## config.mk

```make
export PLATFORM = sky130hd
export DESIGN_NAME = ht_cmd_mux
export DESIGN_NICKNAME = d
export VERILOG_FILES = /design/src/rtl/ht_cmd_mux.sv
export SDC_FILE = /design/constraint.sdc
export NUM_CORES = 1
export LEC_CHECK = 0
export ABC_AREA = 1
export BUFFER_PORTS_ARGS = -buffer_cell sky130_fd_sc_hd__buf_2
export CAP_MARGIN = 10
export CORE_ASPECT_RATIO = 2
export CORE_MARGIN = 4
export CORE_UTILIZATION = 54
export CTS_BUF_LIST = sky130_fd_sc_hd__clkbuf_2
export CTS_CLUSTER_DIAMETER = 120
export DETAILED_ROUTE_END_ITERATION = 16
export HOLD_SLACK_MARGIN = 0.08
export PLACE_DENSITY_LB_ADDON = 0.15
export SYNTH_ARGS = -nofsm -noshare
export SYNTH_HDL_FRONTEND = slang
export SYNTH_SLANG_ARGS = --single-unit
```

## constraint.sdc

```tcl
create_clock -name clk_i -period 5.25 [get_ports clk_i]
set_input_delay 0.525 -clock clk_i [delete_from_list [all_inputs] [get_ports clk_i]]
set_output_delay 0.525 -clock clk_i [all_outputs]
set_load 0.02 [all_outputs]
```

## src/rtl/ht_cmd_mux.sv

```systemverilog
// Round-robin command front end for the hash table. A tag FIFO records the issuing
// client of every command so in-order results can be routed back to it.
module ht_cmd_mux #(
    parameter int unsigned CLIENT_CNT    = 4,
    parameter int unsigned KEY_WIDTH     = 32,
    parameter int unsigned VALUE_WIDTH   = 16,
    parameter int unsigned RESCODE_WIDTH = 3,
    parameter int unsigned MAX_INFLIGHT  = 16
) (
    input  logic                               clk_i,
    input  logic                               rst_i,

    input  logic [CLIENT_CNT-1:0]              cmd_valid_i,
    output logic [CLIENT_CNT-1:0]              cmd_ready_o,
    input  logic [CLIENT_CNT*KEY_WIDTH-1:0]    cmd_key_i,
    input  logic [CLIENT_CNT*VALUE_WIDTH-1:0]  cmd_value_i,
    input  logic [CLIENT_CNT*2-1:0]            cmd_opcode_i,

    output logic                               ht_cmd_valid_o,
    output logic [KEY_WIDTH-1:0]               ht_cmd_key_o,
    output logic [VALUE_WIDTH-1:0]             ht_cmd_value_o,
    output logic [1:0]                         ht_cmd_opcode_o,
    input  logic                               ht_cmd_ready_i,

    input  logic                               ht_res_valid_i,
    input  logic [RESCODE_WIDTH-1:0]           ht_res_rescode_i,
    input  logic [VALUE_WIDTH-1:0]             ht_res_value_i,
    output logic                               ht_res_ready_o,

    output logic [CLIENT_CNT-1:0]              res_valid_o,
    input  logic [CLIENT_CNT-1:0]              res_ready_i,
    output logic [RESCODE_WIDTH-1:0]           res_rescode_o,
    output logic [VALUE_WIDTH-1:0]             res_value_o,

    output logic [$clog2(MAX_INFLIGHT+1)-1:0]  inflight_cnt_o,
    output logic                               err_o
);

    localparam int unsigned TagW = $clog2(CLIENT_CNT);
    localparam int unsigned PtrW = $clog2(MAX_INFLIGHT);
    localparam int unsigned CntW = $clog2(MAX_INFLIGHT + 1);
    localparam logic [1:0]  OpInit = 2'd0;

    logic                   cmd_valid_q, cmd_valid_d;
    logic [KEY_WIDTH-1:0]   cmd_key_q;
    logic [VALUE_WIDTH-1:0] cmd_value_q;
    logic [1:0]             cmd_opcode_q;

    logic [TagW-1:0]        rr_q, rr_d;
    logic [PtrW:0]          wr_ptr_q, wr_ptr_d;
    logic [PtrW:0]          rd_ptr_q, rd_ptr_d;
    logic [TagW-1:0]        tag_mem_q [MAX_INFLIGHT];
    logic                   init_pending_q, init_pending_d;
    logic                   err_q, err_d;

    int                     scan_idx;
    logic                   found;
    logic [TagW-1:0]        win;
    logic [KEY_WIDTH-1:0]   win_key;
    logic [VALUE_WIDTH-1:0] win_value;
    logic [1:0]             win_op;

    logic                   fifo_empty, fifo_full;
    logic [PtrW:0]          occupancy;
    logic                   loadable, init_ok, grant, pop;
    logic [TagW-1:0]        head;

    // First requesting client at or after the round-robin pointer.
    always_comb begin
        scan_idx  = 0;
        found     = 1'b0;
        win       = '0;
        win_key   = '0;
        win_value = '0;
        win_op    = '0;
        for (int i = 0; i < int'(CLIENT_CNT); i++) begin
            scan_idx = int'(rr_q) + i;
            if (scan_idx >= int'(CLIENT_CNT)) begin
                scan_idx = scan_idx - int'(CLIENT_CNT);
            end
            if (!found && cmd_valid_i[scan_idx]) begin
                found     = 1'b1;
                win       = TagW'(scan_idx);
                win_key   = cmd_key_i[scan_idx*KEY_WIDTH +: KEY_WIDTH];
                win_value = cmd_value_i[scan_idx*VALUE_WIDTH +: VALUE_WIDTH];
                win_op    = cmd_opcode_i[scan_idx*2 +: 2];
            end
        end
    end

    assign occupancy  = wr_ptr_q - rd_ptr_q;
    assign fifo_empty = (wr_ptr_q == rd_ptr_q);
    assign fifo_full  = (wr_ptr_q[PtrW] != rd_ptr_q[PtrW]) &&
                        (wr_ptr_q[PtrW-1:0] == rd_ptr_q[PtrW-1:0]);

    assign loadable = !cmd_valid_q || ht_cmd_ready_i;
    // An INIT winner blocks everyone until the pipeline is fully drained.
    assign init_ok  = (win_op != OpInit) || (fifo_empty && !cmd_valid_q);
    assign grant    = found && loadable && !fifo_full && !init_pending_q && init_ok;

    always_comb begin
        cmd_ready_o = '0;
        if (grant) begin
            cmd_ready_o[win] = 1'b1;
        end
    end

    assign head           = tag_mem_q[rd_ptr_q[PtrW-1:0]];
    assign ht_res_ready_o = fifo_empty ? 1'b1 : res_ready_i[head];
    assign pop            = ht_res_valid_i && ht_res_ready_o && !fifo_empty;

    always_comb begin
        res_valid_o = '0;
        if (ht_res_valid_i && !fifo_empty) begin
            res_valid_o[head] = 1'b1;
        end
    end

    always_comb begin
        cmd_valid_d    = cmd_valid_q;
        rr_d           = rr_q;
        wr_ptr_d       = wr_ptr_q;
        rd_ptr_d       = rd_ptr_q;
        init_pending_d = init_pending_q;
        err_d          = err_q;
        if (grant) begin
            cmd_valid_d = 1'b1;
            wr_ptr_d    = wr_ptr_q + (PtrW+1)'(1);
            rr_d        = (win == TagW'(CLIENT_CNT - 1)) ? '0 : win + TagW'(1);
            if (win_op == OpInit) begin
                init_pending_d = 1'b1;
            end
        end else if (ht_cmd_ready_i) begin
            cmd_valid_d = 1'b0;
        end
        if (pop) begin
            rd_ptr_d = rd_ptr_q + (PtrW+1)'(1);
            // While init_pending is set the INIT is the only entry, so any pop retires it.
            init_pending_d = 1'b0;
        end
        if (ht_res_valid_i && fifo_empty) begin
            err_d = 1'b1;
        end
    end

    always_ff @(posedge clk_i) begin
        if (rst_i) begin
            cmd_valid_q    <= 1'b0;
            rr_q           <= '0;
            wr_ptr_q       <= '0;
            rd_ptr_q       <= '0;
            init_pending_q <= 1'b0;
            err_q          <= 1'b0;
        end else begin
            cmd_valid_q    <= cmd_valid_d;
            rr_q           <= rr_d;
            wr_ptr_q       <= wr_ptr_d;
            rd_ptr_q       <= rd_ptr_d;
            init_pending_q <= init_pending_d;
            err_q          <= err_d;
        end
    end

    always_ff @(posedge clk_i) begin
        if (grant) begin
            cmd_key_q                       <= win_key;
            cmd_value_q                     <= win_value;
            cmd_opcode_q                    <= win_op;
            tag_mem_q[wr_ptr_q[PtrW-1:0]]   <= win;
        end
    end

    assign ht_cmd_valid_o  = cmd_valid_q;
    assign ht_cmd_key_o    = cmd_key_q;
    assign ht_cmd_value_o  = cmd_value_q;
    assign ht_cmd_opcode_o = cmd_opcode_q;
    assign res_rescode_o   = ht_res_rescode_i;
    assign res_value_o     = ht_res_value_i;
    assign inflight_cnt_o  = CntW'(occupancy);
    assign err_o           = err_q;

endmodule

```

; Word-level counts from Yosys, hierarchy flattened
; Memory sizes are Yosys's and may differ from the RTL's. A register that Yosys moved wholly into a read port is not among the register bits.
; Cells that the tools add are included.
[word_totals]
regBits = 65
latch_bits = 0
ram_bits = 32
rom_bits = 0
wordCells = 130
mem_count = 1
[op_classes]
n_addsub = 11
mul = 0
div_mod_pow = 0
order_cmp = 12
n_eq_ne = 4
shifts = 12
muxes = 52
bitwise_logic = 0
reduce_logical = 29
[mem_list]
columns = memory, depth, word_bits, rd, rd_clocked_by_memory_dff, wr, line_no
row1 = tag_mem_q, 16, 2, 1, 1, 1, 52  ; logic [TagW-1:0] tag_mem_q [MAX_INFLIGHT];
[op_table]
columns = cell, count
row1 = 128-bit by 33-bit variable part select with 32-bit output, 4
row2 = 32-bit two-way mux, 8
row3 = 64-bit by 33-bit variable part select with 16-bit output, 4
row4 = 32-bit by 4-bit < comparator with 1-bit output (second input constant), 4
row5 = 8-bit by 32-bit variable part select with 2-bit output, 4
row6 = 16-bit two-way mux, 4
row7 = 1-bit two-way mux, 20
row8 = 2-bit two-way mux, 9
row9 = 4-bit two-way mux, 4
row10 = 1-bit logical AND, 15
row11 = 3-bit by 3-bit subtractor with 4-bit output (second input constant), 3
row12 = 5-bit by 1-bit adder with 5-bit output (second input constant), 2
row13 = 1-bit binary-select mux with 2-bit select, 5
row14 = 3-bit >= comparator (second input constant), 3
row15 = 1-bit logical NOT, 7
row16 = 2-bit by 2-bit adder with 3-bit output (second input constant), 2
row17 = 2-bit by 3-bit < comparator with 1-bit output (second input constant), 2
row18 = 5-bit == test, 1
row19 = 5-bit subtractor, 1
row20 = 1-bit demux with 2-bit select, 2
row21 = 4-bit == test, 1
row22 = 2-bit by 1-bit >= comparator with 1-bit output (second input constant), 2
row23 = 2-bit nonzero test, 2
row24 = 2-bit by 3-bit subtractor with 4-bit output (second input constant), 1
row25 = 9 further kinds, 10

; Longest topological paths before layout
[depth]
word_depth = 21
mapped_depth = 18
ltp_nobuf = 15

; Worst setup path after synthesis
; Ideal clock, no wire load.
[synth_path]
path_type = reg2out
from = register rr_q[1]
to = output cmd_ready_o[2]
arrival_ps = 3669
required_ps = 4725
path_slack_ps = 1056
path_stages_with_launch = 15
path_buffers = 4
path_cell_list = dfxtp_1 buf_4 inv_1 clkbuf_1 clkbuf_1 ha_1 inv_1 nand3_2 nand2_4 nand4_4 clkbuf_1 o21ai_0 ha_1 inv_1 nor2_1
[synth_between]
elab_chain_len = 20
word_cells_on_any_way = 61
classes_between = 7 x add/sub / 6 x order compare / 4 x shift / 31 x mux / 13 x reduce/logical
[synth_rtl]
columns = element, line_no
row1 = start: declaration, 49  ; logic [TagW-1:0] rr_q, rr_d;
row2 = start signal: assignment, 156  ; rr_q <= rr_d;
row3 = branches (longest 14 deep; another with 3-bit by 3-bit subtractor with 4-bit output), --
row4 = 2-bit two-way mux *, 81  ; if (!found && cmd_valid_i[scan_idx]) begin
row5 = via win[1], 58  ; logic [TagW-1:0] win;
row6 = 2-bit by 3-bit < comparator with 1-bit output (implied by the code) or 2-bit by 1-bit >= comparator with 1-bit output (tied branches), 104  ; cmd_ready_o[win] = 1'b1;
row7 = 1-bit logical AND (implied by the code), 104
row8 = 1-bit two-way mux (implied by the code), 104
row9 = 1-bit demux with 2-bit select *, 104
row10 = 4-bit two-way mux *, 103  ; if (grant) begin
row11 = end: declaration, 14  ; output logic [CLIENT_CNT-1:0] cmd_ready_o,
; Mark *: on every way through the listed nets, which the timed path passes. The select of a mux whose other input is x is not followed.

; Worst setup path after layout
[layout_path]
from = register rr_q[1]
to = output cmd_ready_o[1]
; Same word-level chain as after synthesis.

==> results.md <==
* Reg2Reg Setup Slack at 1110 ps
* Area Growth Syn to Fin at 12.6%
* Detailed-router iteration count before antenna repair at 6
* Max Cap Violations at 0
* CTS clk-pin slew, worst paths at 290 ps
* GPL Wtd Cong at 0.906
* Detailed Place HPWL at 25.0 mm
* Class of the worst hold path: input port to flip-flop
* Mapped Area at 10,000 um^2
* Initial core utilization at 0.549
* Total power at 0.00726 W
* Clock latency on the worst-skew pair at 660 ps
* Worst endpoint required time at 4720 ps
* WHS Path Cells at 4
* Core Box Area at 18,200 um^2
* Initial DRC count at 762
* Post-synth top area cell: edfxtp_1
* Min-Delay Endpoint: ht_cmd_valid_o$_SDFFE_PP0P_
* Die area at 20,900 um^2
* Hold Vio Cnt, Final at 0
* IO Count at 316
* Most frequently used flop master after synthesis: edfxtp_1
* I/O Buffers at 277
* Drt drc at 0
* Layout Nets at 1,950
* DRT met1 WL at 11.8 mm
* TritonCTS buffer count at 9
* Root Buffer: clkbuf_2
* RSZ-0062 raised after global routing: no
* Netlist cell types at 47
* Die H at 200 um
* CTS Sinks at 101
* First-pass GRT wire length at 53.1 mm
* Vias per Instance at 5.90
* Max Clock Freq at 210 MHz
* Avg WL per Cell at 17.6 um
* Placed cell count at 1,904
* Post-synth EDFFs at 82
* Synth top area share at 0.246
* Final period utilization at 0.906
* Setup Viol. Count Final at 0
* Pins over their slew limit at 0
* Reg2reg path depth at 14
* Vias in the first global route at 11,003
* Pwr dens at 644 nW/um^2
* Warnings from Yosys at 0
* Critical Path AT at 4230 ps
* Static Leak at 5.16 nW
* Top cells by area, synth: edfxtp_1 (25%), nand2_1 (18%), o21ai_0 (13%)
* CP Class: flip-flop to primary output
* Tmin final at 4760 ps
* Total number of vias at 11,351
* Maximum fanout along the worst path at 58
* Asr flop ratio synth at 0
* Grt total ovfl at 0
* Critical Path Source Type: flip-flop
* Share of cells above drive strength 1 at 0.211
* Worst clock skew at 52.5 ps
* Maximum buffer depth of the clock tree at 2
* Seq/Total Area, Yosys at 0.284
* Max H-tree Level at 3
* Syn Area/Cell at 6.56 um^2
* Detailed Route WL at 33.9 mm
* Syn Nets at 1,775
* Core Rows at 70
* Final ANT Viol Nets at 0
* VDD IR max at 574 uV
* Met2 WL at 17.6 mm
* Post-layout util at 0.618
* Cells after Synth at 1,525
* Layout Cells excl Fill at 1,924
* Worst Hold Slack at 137 ps
* CTS tree: done
* Slew headroom at 0.345
* Crit path capture type: primary output
* Worst r2r dst: tag_mem_q[13][0]$_DFFE_PP_
* Hold_sp: ht_cmd_ready_i
* Die X at 104 um
* Fin Setup TNS at 0 ps
* Highest metal used: met5
* Slew @ Worst Pin at 980 ps
* Largest net degree at the start of global routing at 255
* Wire length on met3 at 2.06 mm
* Synth Register Bits at 101
* Initial antenna violation count at 3
* FF-to-FF Start: rr_q[1]$_SDFFE_PP0P_
* Status: complete, no violations
* GRT Overall Usage at 0.315
-- worst max-delay path: stages, from the launching register on --
cell	delay, ps
dfxtp_2	380
inv_1	40
buf_4	290
ha_2	500
inv_4	470
nand3_2	170
nand2_4	140
nand4_4	400
nand3_1	200
o31ai_1	160
inv_2	300
ha_1	210
inv_1	40
nor2_1	110
buf_2	180
-- how the worst max path moves through the flow --
stage,startpoint,to,slack [ps],depth (start not counted)
final,rr_q[1]$_SDFFE_PP0P_,cmd_ready_o[1],490,14
after global routing,rr_q[1]$_SDFFE_PP0P_,cmd_ready_o[1],200,14
after CTS,rr_q[1]$_SDFFE_PP0P_,cmd_ready_o[1],310,14
after detailed placement,rr_q[1]$_SDFFE_PP0P_,cmd_ready_o[1],1050,14
after global placement,rr_q[1]$_SDFFE_PP0P_,cmd_ready_o[1],1140,14
after floorplan,rr_q[1]$_SDFFE_PP0P_,cmd_ready_o[2],1060,14
-- cell type report --
class	instances	area [um^2]
tap	216	270
antenna	3	7.51
clock inverter	7	75.1
multi-input combinational	1147	5940
inverter	150	571
clock buffer	9	45.0
fill	1813	6960
sequential	101	2850
timing repair buffer	291	1510
-- report_power, final --
group / leakage, nW / switching, W / internal (W)
clock: 0.0762 / 0.000300 / 0.000114
combinational: 4.13 / 0.00363 / 0.00154
sequential: 0.953 / 0.000151 / 0.00152
-- cell usage after synthesis, types with 2 or more instances --
master / number
nor2_4: 3
nand3b_1: 2
a22oi_1: 30
inv_2: 8
o31ai_1: 2
o2111ai_1: 44
buf_1: 7
edfxtp_1: 82
nand3_1: 63
buf_2: 39
o21ai_1: 6
a32oi_1: 7
buf_6: 4
xnor2_1: 4
nor2_1: 66
o211ai_1: 31
buf_4: 29
mux2i_1: 27
or2_2: 6
nand2_4: 2
clkinv_1: 2
clkbuf_1: 48
inv_1: 139
a211oi_1: 8
nand2_2: 10
nand4_4: 2
a21oi_1: 41
dfxtp_1: 19
ha_1: 18
xor2_1: 6
a2bb2oi_1: 2
nand3_2: 3
o21ai_0: 252
nand2_1: 487
nor2_2: 3
o221a_2: 7
nor3_1: 6
-- stage by stage --
stage	worst slack [ps]	cell area [um^2]
floorplan	1060	10000
global placement	1140	11100
detailed placement	1050	11100
CTS	308	11300
global route	204	11300
finish	491	11300
-- flip-flops by register name, summed over array words and instances (netlist names), named ones only --
| register | count |
|---|---|
| ht_cmd_opcode_o | 2 |
| ht_cmd_valid_o | 1 |
| err_o | 1 |
| rd_ptr_q | 5 |
| wr_ptr_q | 5 |
| init_pending_q | 1 |
| rr_q | 2 |
| ht_cmd_key_o | 32 |
| tag_mem_q | 32 |
| ht_cmd_value_o | 16 |
-- logic make-up after synthesis --
kind of cell	share of synthesized area
fa+ha+maj	0.0245
flops	0.284
simple gates	0.273
buf+inv	0.123
compound gates	0.259
xor+xnor	0.00876
mux	0.0270
-- layer usage --
layer | up-vias | global-route usage
met3 | 139 | 0.0418
met2 | 540 | 0.577
met5 | - | 0
met4 | 2 | 0.227
met1 | 5159 | 0.324
li1 | 5511 | -
-- what timing repair did --
item | in CTS | in global routing
buffers inserted | 0 | 0
hold buffers | 1 | 0
setup endpoints to repair | 0 | 1
gates resized for setup | 0 | 1
hold endpoints to repair | 1 | 0
-- cells in the final DEF, fill, tap and decap left out, types with 3 or more instances in the layout --
cell type | netlist | final
a211oi_1 | 8 | 8
a21oi_1 | 41 | 41
a22oi_1 | 30 | 30
a32oi_1 | 7 | 7
buf_2 | 39 | 277
buf_4 | 29 | 12
clkbuf_2 | 0 | 9
clkinv_4 | 0 | 3
dfxtp_1 | 19 | 17
diode_2 | 0 | 3
edfxtp_1 | 82 | 82
ha_1 | 18 | 17
inv_1 | 139 | 137
inv_2 | 8 | 9
mux2i_1 | 27 | 27
nand2_1 | 487 | 486
nand2_2 | 10 | 11
nand3_1 | 63 | 63
nand3_2 | 3 | 3
nor2_1 | 66 | 66
nor2_4 | 3 | 4
nor3_1 | 6 | 6
o2111ai_1 | 44 | 44
o211ai_1 | 31 | 31
o21ai_0 | 252 | 252
o21ai_1 | 6 | 6
o221a_2 | 7 | 7
or2_2 | 6 | 6
xnor2_1 | 4 | 4
xor2_1 | 6 | 6
Power figures use the tool's default switching activity.
